**src/rtl/trace_pkg.sv**
```systemverilog
// Shared types and constants for the writeback trace encoder.
// One commit becomes three bytes: header {marker, 0, rd}, data high, data low.
package trace_pkg;

  typedef enum logic [2:0] {
    ST_IDLE = 3'd0,
    ST_B0   = 3'd1,
    ST_B1   = 3'd2,
    ST_B2   = 3'd3,
    ST_TERM = 3'd4,
    ST_DONE = 3'd5
  } state_t;

  localparam logic [3:0] MARKER            = 4'hA;
  localparam logic [7:0] HALT_CODE_DEFAULT = 8'hF0;
  localparam int         PKT_BYTES         = 3;
  localparam int         RD_W              = 3;
  localparam int         DATA_W            = 16;
  localparam int         ENTRY_W           = RD_W + DATA_W;

  function automatic logic [7:0] hdr_byte(input logic [RD_W-1:0] rd);
    return {MARKER, 1'b0, rd};
  endfunction

endpackage

```
**src/rtl/trace_fifo.sv**
```systemverilog
// Commit FIFO with an extra pointer bit for full/empty and a registered head output.
// dout always shows the entry that will be at the head after this cycle's push/pop.
module trace_fifo #(
  parameter int WIDTH = 19,
  parameter int DEPTH = 8
) (
  input  logic                     clk,
  input  logic                     reset,
  input  logic                     push,
  input  logic                     pop,
  input  logic [WIDTH-1:0]         din,
  output logic [WIDTH-1:0]         dout,
  output logic                     full,
  output logic                     empty,
  output logic [$clog2(DEPTH):0]   count
);

  localparam int AW = $clog2(DEPTH);
  localparam logic [AW:0] PTR_ONE = (AW+1)'(1);

  logic [WIDTH-1:0] mem [DEPTH];
  logic [AW:0]      wr_ptr, rd_ptr, rd_next;
  logic             do_push, do_pop;

  assign empty   = (wr_ptr == rd_ptr);
  assign full    = (wr_ptr[AW] != rd_ptr[AW]) && (wr_ptr[AW-1:0] == rd_ptr[AW-1:0]);
  assign count   = wr_ptr - rd_ptr;
  assign do_pop  = pop && !empty;
  // A pop frees the slot the push lands in, so a full FIFO still accepts.
  assign do_push = push && (!full || do_pop);
  assign rd_next = do_pop ? rd_ptr + PTR_ONE : rd_ptr;

  always_ff @(posedge clk) begin
    if (do_push) mem[wr_ptr[AW-1:0]] <= din;
  end

  always_ff @(posedge clk) begin
    if (reset) begin
      wr_ptr <= '0;
      rd_ptr <= '0;
      dout   <= '0;
    end else begin
      if (do_push) wr_ptr <= wr_ptr + PTR_ONE;
      rd_ptr <= rd_next;
      // Forward the incoming entry when it becomes the new head.
      if (do_push && (wr_ptr[AW-1:0] == rd_next[AW-1:0])) dout <= din;
      else                                                 dout <= mem[rd_next[AW-1:0]];
    end
  end

endmodule

```
**src/rtl/wb_trace_encoder.sv**
```systemverilog
// Serialises writeback commits into a 3-byte-per-commit trace stream,
// terminated by HALT_CODE once the processor halts and the queue drains.
module wb_trace_encoder
  import trace_pkg::*;
#(
  parameter int          DEPTH     = 8,
  parameter logic [7:0]  HALT_CODE = HALT_CODE_DEFAULT
) (
  input  logic         clk,
  input  logic         reset,
  input  logic         wb_valid,
  input  logic [2:0]   wb_rd,
  input  logic [15:0]  wb_data,
  input  logic         halt,
  output logic [7:0]   tx_data,
  output logic         tx_valid,
  input  logic         tx_ready,
  output logic         overflow,
  output logic         done
);

  localparam int AW = $clog2(DEPTH);
  localparam logic [AW:0] CNT_ONE = (AW+1)'(1);

  state_t              state, state_nx;
  logic                halt_seen;
  logic                hs, capture, pop, push_ok, more;
  logic                full, empty;
  logic [AW:0]         count;
  logic [ENTRY_W-1:0]  head;

  assign hs      = tx_valid && tx_ready;
  // The first halt cycle still captures; halt_seen blocks later commits.
  assign capture = wb_valid && !halt_seen;
  assign pop     = (state == ST_B2) && hs;
  assign push_ok = capture && (!full || pop);
  assign more    = (count > CNT_ONE) || push_ok;

  trace_fifo #(.WIDTH(ENTRY_W), .DEPTH(DEPTH)) u_fifo (
    .clk   (clk),
    .reset (reset),
    .push  (capture),
    .pop   (pop),
    .din   ({wb_rd, wb_data}),
    .dout  (head),
    .full  (full),
    .empty (empty),
    .count (count)
  );

  always_comb begin
    state_nx = state;
    case (state)
      // Checking push_ok gives byte0 the cycle after a commit into an idle encoder.
      ST_IDLE: if (!empty || push_ok) state_nx = ST_B0;
               else if (halt_seen)     state_nx = ST_TERM;
      ST_B0:   if (tx_ready) state_nx = ST_B1;
      ST_B1:   if (tx_ready) state_nx = ST_B2;
      ST_B2:   if (tx_ready) state_nx = more ? ST_B0 : ST_IDLE;
      ST_TERM: if (tx_ready) state_nx = ST_DONE;
      ST_DONE: state_nx = ST_DONE;
      default: state_nx = ST_IDLE;
    endcase
  end

  always_ff @(posedge clk) begin
    if (reset) begin
      state     <= ST_IDLE;
      halt_seen <= 1'b0;
      overflow  <= 1'b0;
    end else begin
      state <= state_nx;
      if (halt) halt_seen <= 1'b1;
      if (capture && full && !pop) overflow <= 1'b1;
    end
  end

  always_comb begin
    tx_valid = 1'b0;
    tx_data  = 8'h00;
    case (state)
      ST_B0:   begin tx_valid = 1'b1; tx_data = hdr_byte(head[ENTRY_W-1:DATA_W]); end
      ST_B1:   begin tx_valid = 1'b1; tx_data = head[15:8];                        end
      ST_B2:   begin tx_valid = 1'b1; tx_data = head[7:0];                         end
      ST_TERM: begin tx_valid = 1'b1; tx_data = HALT_CODE;                         end
      default: ;
    endcase
  end

  assign done = (state == ST_DONE);

endmodule

```
**config.mk**
```make
export PLATFORM = sky130hd
export DESIGN_NAME = wb_trace_encoder
export DESIGN_NICKNAME = d
export VERILOG_FILES = /design/src/rtl/trace_pkg.sv /design/src/rtl/trace_fifo.sv /design/src/rtl/wb_trace_encoder.sv
export SDC_FILE = /design/constraint.sdc
export NUM_CORES = 1
export LEC_CHECK = 0
export CAP_MARGIN = 20
export CORE_UTILIZATION = 53
export DETAILED_ROUTE_END_ITERATION = 6
export HOLD_SLACK_MARGIN = 0.05
export PLACE_DENSITY = 0.71
export REMOVE_ABC_BUFFERS = 1
export SYNTH_ARGS = -nofsm -noshare
export SYNTH_HDL_FRONTEND = slang
export SYNTH_HIERARCHICAL = 1
export SYNTH_SLANG_ARGS = --single-unit
```
**constraint.sdc**
```tcl
create_clock -name clk -period 4.6 [get_ports clk]
set_input_delay 0.92 -clock clk [delete_from_list [all_inputs] [get_ports clk]]
set_output_delay 0.92 -clock clk [all_outputs]
set_load 0.02 [all_outputs]
```
==> results of run 1 <==
## stage by stage
stage	setup WS [ns]	total power (uW)	cell area [um^2]	hold slack, ns	setup TNS, ns
after floorplan	-1.53	2280	9170	0.478	-126.56
after global placement	1.09	2490	9990	0.469	0
after detailed placement	1.03	2510	9990	0.493	0
after CTS	1.14	4000	10600	0.509	0
after global routing	1.00	4110	10600	0.555	0
final	1.12	3980	10600	0.501	0
## layout make-up
class,count,area share [%]
clock buffers,25,5.18
flip-flops and latches,184,49.1
well taps,225,2.65
clock inverters,7,0.707
multi-input cells,315,37.4
repair buffers,52,4.60
inverters,10,0.354
## critical path, delay by kind of cell, from the launching register on
family,cells,cell delay [ns]
DFF,1,0.82
buffers and inverters,1,0.69
AOI/OAI and AO/OA,2,0.61
## power by group through the flow
stage	sequential (uW)	combinational (uW)	clock [uW]
finish	1940	529	1510
global placement	1980	515	0
floorplan	1950	326	0
CTS	1940	530	1530
global route	1950	568	1590
detailed placement	1980	527	0
## per-layer routing
metal	track usage, %	vias up	share of wire (%)
met1	34.8	2912	42
met4	8.68	0	2.1
met2	40.7	231	50
li1	-	2343	-
met5	0	-	0
met3	4.12	36	5.9
## registers in the layout (all words and copies together) (netlist names)
name	flops
halt_seen	1
overflow	1
state	3
u_fifo/dout	19
u_fifo/mem	152
u_fifo/rd_ptr	4
u_fifo/wr_ptr	4
## worst paths after layout
| check | from | end | slack (ns) |
|---|---|---|---|
| max | state[1] | tx_data[7] | 1.12 |
| min reg2reg | overflow | overflow | 0.50 |
| max reg2reg | u_fifo/rd_ptr[1] | u_fifo/dout[18] | 1.46 |
| min | overflow | overflow | 0.50 |
==> flow_metrics.env, run 1 <==
export IMPL_status="completed"
export IMPL_slew_headroom_pct=38.6
export IMPL_ant_nets=0
export IMPL_worst_pin_slew_ns=0.918
export IMPL_cts_tree="done"
export IMPL_grt_max_degree=54
export IMPL_hold_path_class="flop to flop"
export IMPL_root_buffer="clkbuf_16"
export IMPL_synth_area_um2=9420
export IMPL_cts_hold_fix_buffers=0
export IMPL_clkSlewWorstSetupHoldPaths_ns=0.07
export IMPL_post_cts_buffers=0
export IMPL_die_area_um2=18300
export IMPL_core_area_um2=17400
export IMPL_die_w_um=135
export IMPL_clk_latency_ns=0.43
export IMPL_gr_usage_all_layers_pct=25.1
export IMPL_drive_above_1_share_pct=33.1
export IMPL_reg2reg_depth=6
export IMPL_period_share_pct=75.5
export IMPL_htree_levels=4
export IMPL_instances_no_fill=818
export IMPL_drt_first_iter_violations=550
export IMPL_nets=610
export IMPL_ios=35
export IMPL_die_h_um=135
export IMPL_maxCapViolations=0
export IMPL_grt_overflow=0
export IMPL_start_kind="flop"
export IMPL_dpl_cell_count=786
export IMPL_drv_slew=0
export IMPL_place_congestion=0.842
export IMPL_pwr_share_comb_pct=13.3
export IMPL_cts_buffer_depth=2
export IMPL_syn_inst=554
export IMPL_seqCellArea_um2=5210
export IMPL_vias=5522
export IMPL_layout_commonest_cell="edfxtp_1"
export IMPL_cts_resized=0
export IMPL_holdPathStages=2
export IMPL_period_minus_slack_ns=3.48
export IMPL_setup_viol=0
export IMPL_fillCellCount=1231
export IMPL_multi_input_area_um2=3970
export IMPL_ys_warn_count=6
export IMPL_antenna_found_initial=0
export IMPL_syn_avg_cell_area_um2=17.0
export IMPL_crit_arrival_ns=2.56
export IMPL_drc=0
export IMPL_max_freq_mhz=288
export IMPL_switching_share_pct=24.5
export IMPL_fin_skew_ns=0.00900
export IMPL_dr_pass1_iters=5
export IMPL_diodes=0
export IMPL_critPathMaxFanout=19
export IMPL_seq_power_share_pct=48.8
export IMPL_p_leak_uw=0.00335
export IMPL_slowest_delay_ns=0.82
export IMPL_numCtsBuffers=17
export IMPL_p_per_area_nw_per_um2=375
export IMPL_ir_worst_vdd_uv=327
export IMPL_rsz0062_at_grt="no"
export IMPL_fin_util_pct=61.1
export IMPL_place_hpwl_um=13200
export IMPL_wl_um=21300
export IMPL_io_buffers=34
export IMPL_cp_required_ns=3.68
export IMPL_crit_path_end_kind="output port"
export IMPL_slowest_stage="dfxtp_1"
export IMPL_clkPwrFrac_pct=37.9
export IMPL_grt_pass1_vias=5651
export IMPL_switchingPower_uw=977
export IMPL_start_util_pct=54.3
export IMPL_cts_sinks=184
export IMPL_via_per_inst=6.75
export IMPL_hold_viol=0
export IMPL_critPathKind="flop to output port"
export IMPL_final_cell_mix="152 x edfxtp_1, 110 x mux4_2, 47 x nand2_1"
export IMPL_grt_pass1_wl_um=33000
export IMPL_rows=48
export IMPL_area_growth_pct=12.6
export IMPL_wire_per_inst_um=26.0
export IMPL_intPower_uw=3010
export IMPL_path_cells="a21oi_1 > o32ai_1 > clkdlybuf4s50_1"
Note: power is estimated with default switching activity, not from simulation.
==> run 2, diff against run 1 <==
--- a/config.mk
+++ b/config.mk
@@ -9,7 +9,7 @@
 export CORE_UTILIZATION = 53
 export DETAILED_ROUTE_END_ITERATION = 6
 export HOLD_SLACK_MARGIN = 0.05
-export PLACE_DENSITY = 0.71
+export PLACE_DENSITY = 0.74
 export REMOVE_ABC_BUFFERS = 1
 export SYNTH_ARGS = -nofsm -noshare
 export SYNTH_HDL_FRONTEND = slang
==> constraint.sdc (replaced) <==
create_clock -name clk -period 2.9 [get_ports clk]
set_input_delay 0.58 -clock clk [delete_from_list [all_inputs] [get_ports clk]]
set_output_delay 0.58 -clock clk [all_outputs]
set_load 0.02 [all_outputs]
==> flow_metrics.env, run 2 (synthesized netlist as in run 1, its figures left out) <==
export IMPL_status="completed"
export IMPL_crit_path_end_kind="output port"
export IMPL_critPathKind="flop to output port"
export IMPL_path_cells="a21oi_1 > o32ai_1 > clkdlybuf4s50_1"
export IMPL_largest_reg_flops=152
export IMPL_setup_tns_final_ns=0
export IMPL_fin_skew_ns=0.00918
export IMPL_start_kind="flop"
export IMPL_hold_path_class="flop to flop"
export IMPL_vias=5627
export IMPL_place_congestion=0.887
export IMPL_rsz0062_at_grt="no"
export IMPL_p_per_area_nw_per_um2=580
export IMPL_slowest_delay_ns=0.68
export IMPL_drv_slew=0
export IMPL_clkSlewWorstSetupHoldPaths_ns=0.07
export IMPL_gr_usage_all_layers_pct=24.8
export IMPL_slowest_stage="clkdlybuf4s50_1"
export IMPL_cts_hold_fix_buffers=0
export IMPL_drc=0
export IMPL_worst_pin_slew_ns=0.701
export IMPL_ir_worst_vdd_uv=442
export IMPL_slew_headroom_pct=53.0
export IMPL_grt_max_degree=66
export IMPL_max_freq_mhz=356
export IMPL_wl_um=20900
export IMPL_antenna_found_initial=0
export IMPL_cts_resized=1
export IMPL_ant_nets=0
export IMPL_root_buffer="clkbuf_16"
export IMPL_layout_commonest_cell="edfxtp_1"
export IMPL_cp_required_ns=2.32
export IMPL_crit_arrival_ns=2.23
export IMPL_rows=48
export IMPL_dr_pass1_iters=5
export IMPL_die_area_um2=18300
export IMPL_numCtsBuffers=17
export IMPL_io_buffers=34
export IMPL_wire_per_inst_um=25.0
export IMPL_clk_latency_ns=0.43
export IMPL_area_growth_pct=15.2
export IMPL_maxCapViolations=0
export IMPL_cts_tree="done"
export IMPL_dpl_cell_count=805
export IMPL_drt_first_iter_violations=570
export IMPL_critPathMaxFanout=14
export IMPL_grt_pass1_vias=5721
export IMPL_die_w_um=135
export IMPL_grt_pass1_wl_um=32800
export IMPL_htree_levels=4
export IMPL_via_per_inst=6.72
export IMPL_place_hpwl_um=13300
export IMPL_period_minus_slack_ns=2.81
export IMPL_drive_above_1_share_pct=35.5
export IMPL_setup_viol=0
export IMPL_post_cts_buffers=0
export IMPL_fillCellCount=1171
export IMPL_instances_no_fill=837
export IMPL_hold_viol=0
export IMPL_power_uw=6300
export IMPL_grt_overflow=0
export IMPL_cts_buffer_depth=2
export IMPL_final_cell_mix="152 x edfxtp_1, 110 x mux4_2, 47 x nand2_1"
export IMPL_cts_sinks=184
export IMPL_diodes=0
export IMPL_nets=629
export IMPL_p_leak_uw=0.00346
export IMPL_core_area_um2=17400
export IMPL_start_util_pct=54.3
export IMPL_period_share_pct=96.8
export IMPL_die_h_um=135
export IMPL_ios=35
[run 2: changes by cell type in the layout (fill, tap and decap cells not counted), sizes merged]
cell      change
clkbuf        -6
bufinv        +1
buf          +19
clkinv        +1
inv           +3
clkinvlp      +1
[run 2: power by group]
part	internal, uW	switching (uW)
Combinational	446	507
Clock	1300	1020
Sequential	2950	73.6
[run 2: cell type report]
| type | instances | area (um^2) | area share, % |
|---|---|---|---|
| repair buffers | 71 | 756 | 6.96 |
| clock buffers | 19 | 433 | 3.99 |
| well taps | 225 | 282 | 2.59 |
| multi-input cells | 315 | 3970 | 36.6 |
| clock inverters | 13 | 164 | 1.51 |
| inverters | 10 | 37.5 | 0.346 |
| flip-flops and latches | 184 | 5210 | 48.0 |
[run 2: worst max-delay path, delay by kind of cell, from the launching register on]
| kind | cells | cell delay, ns |
|---|---|---|
| buf+inv | 1 | 0.68 |
| compound gates | 2 | 0.57 |
| flops | 1 | 0.55 |
[run 2: metal layers]
metal  vias up  track usage [%]  share of wire (%)
met1      2921             33.0                 39
met5         -                0                  0
met4         0             8.74                2.2
met3        43             4.23                7.0
li1       2392                -                  -
met2       271             41.5                 52
[run 2: metrics by stage]
step                setup slack, ns  hold slack (ns)  cell area, um^2  util, %
floorplan                     -3.23            0.478             9170        -
global placement             0.0443            0.457            10300     59.1
detailed placement          -0.0850            0.466            10300     59.1
CTS                          0.0821            0.482            10900     62.5
global route                 0.0363            0.542            10900     62.5
finish                       0.0920            0.476            10900     62.5
[run 2: path summary, 6_finish.rpt]
path	start	to	slack, ns	cells after the start
worst max register to register	u_fifo/wr_ptr[2]	u_fifo/dout[15]	0.22	8
worst max-delay path	state[1]	tx_data[5]	0.09	3
worst min register to register	overflow	overflow	0.48	2
worst min-delay path	overflow	overflow	0.48	2
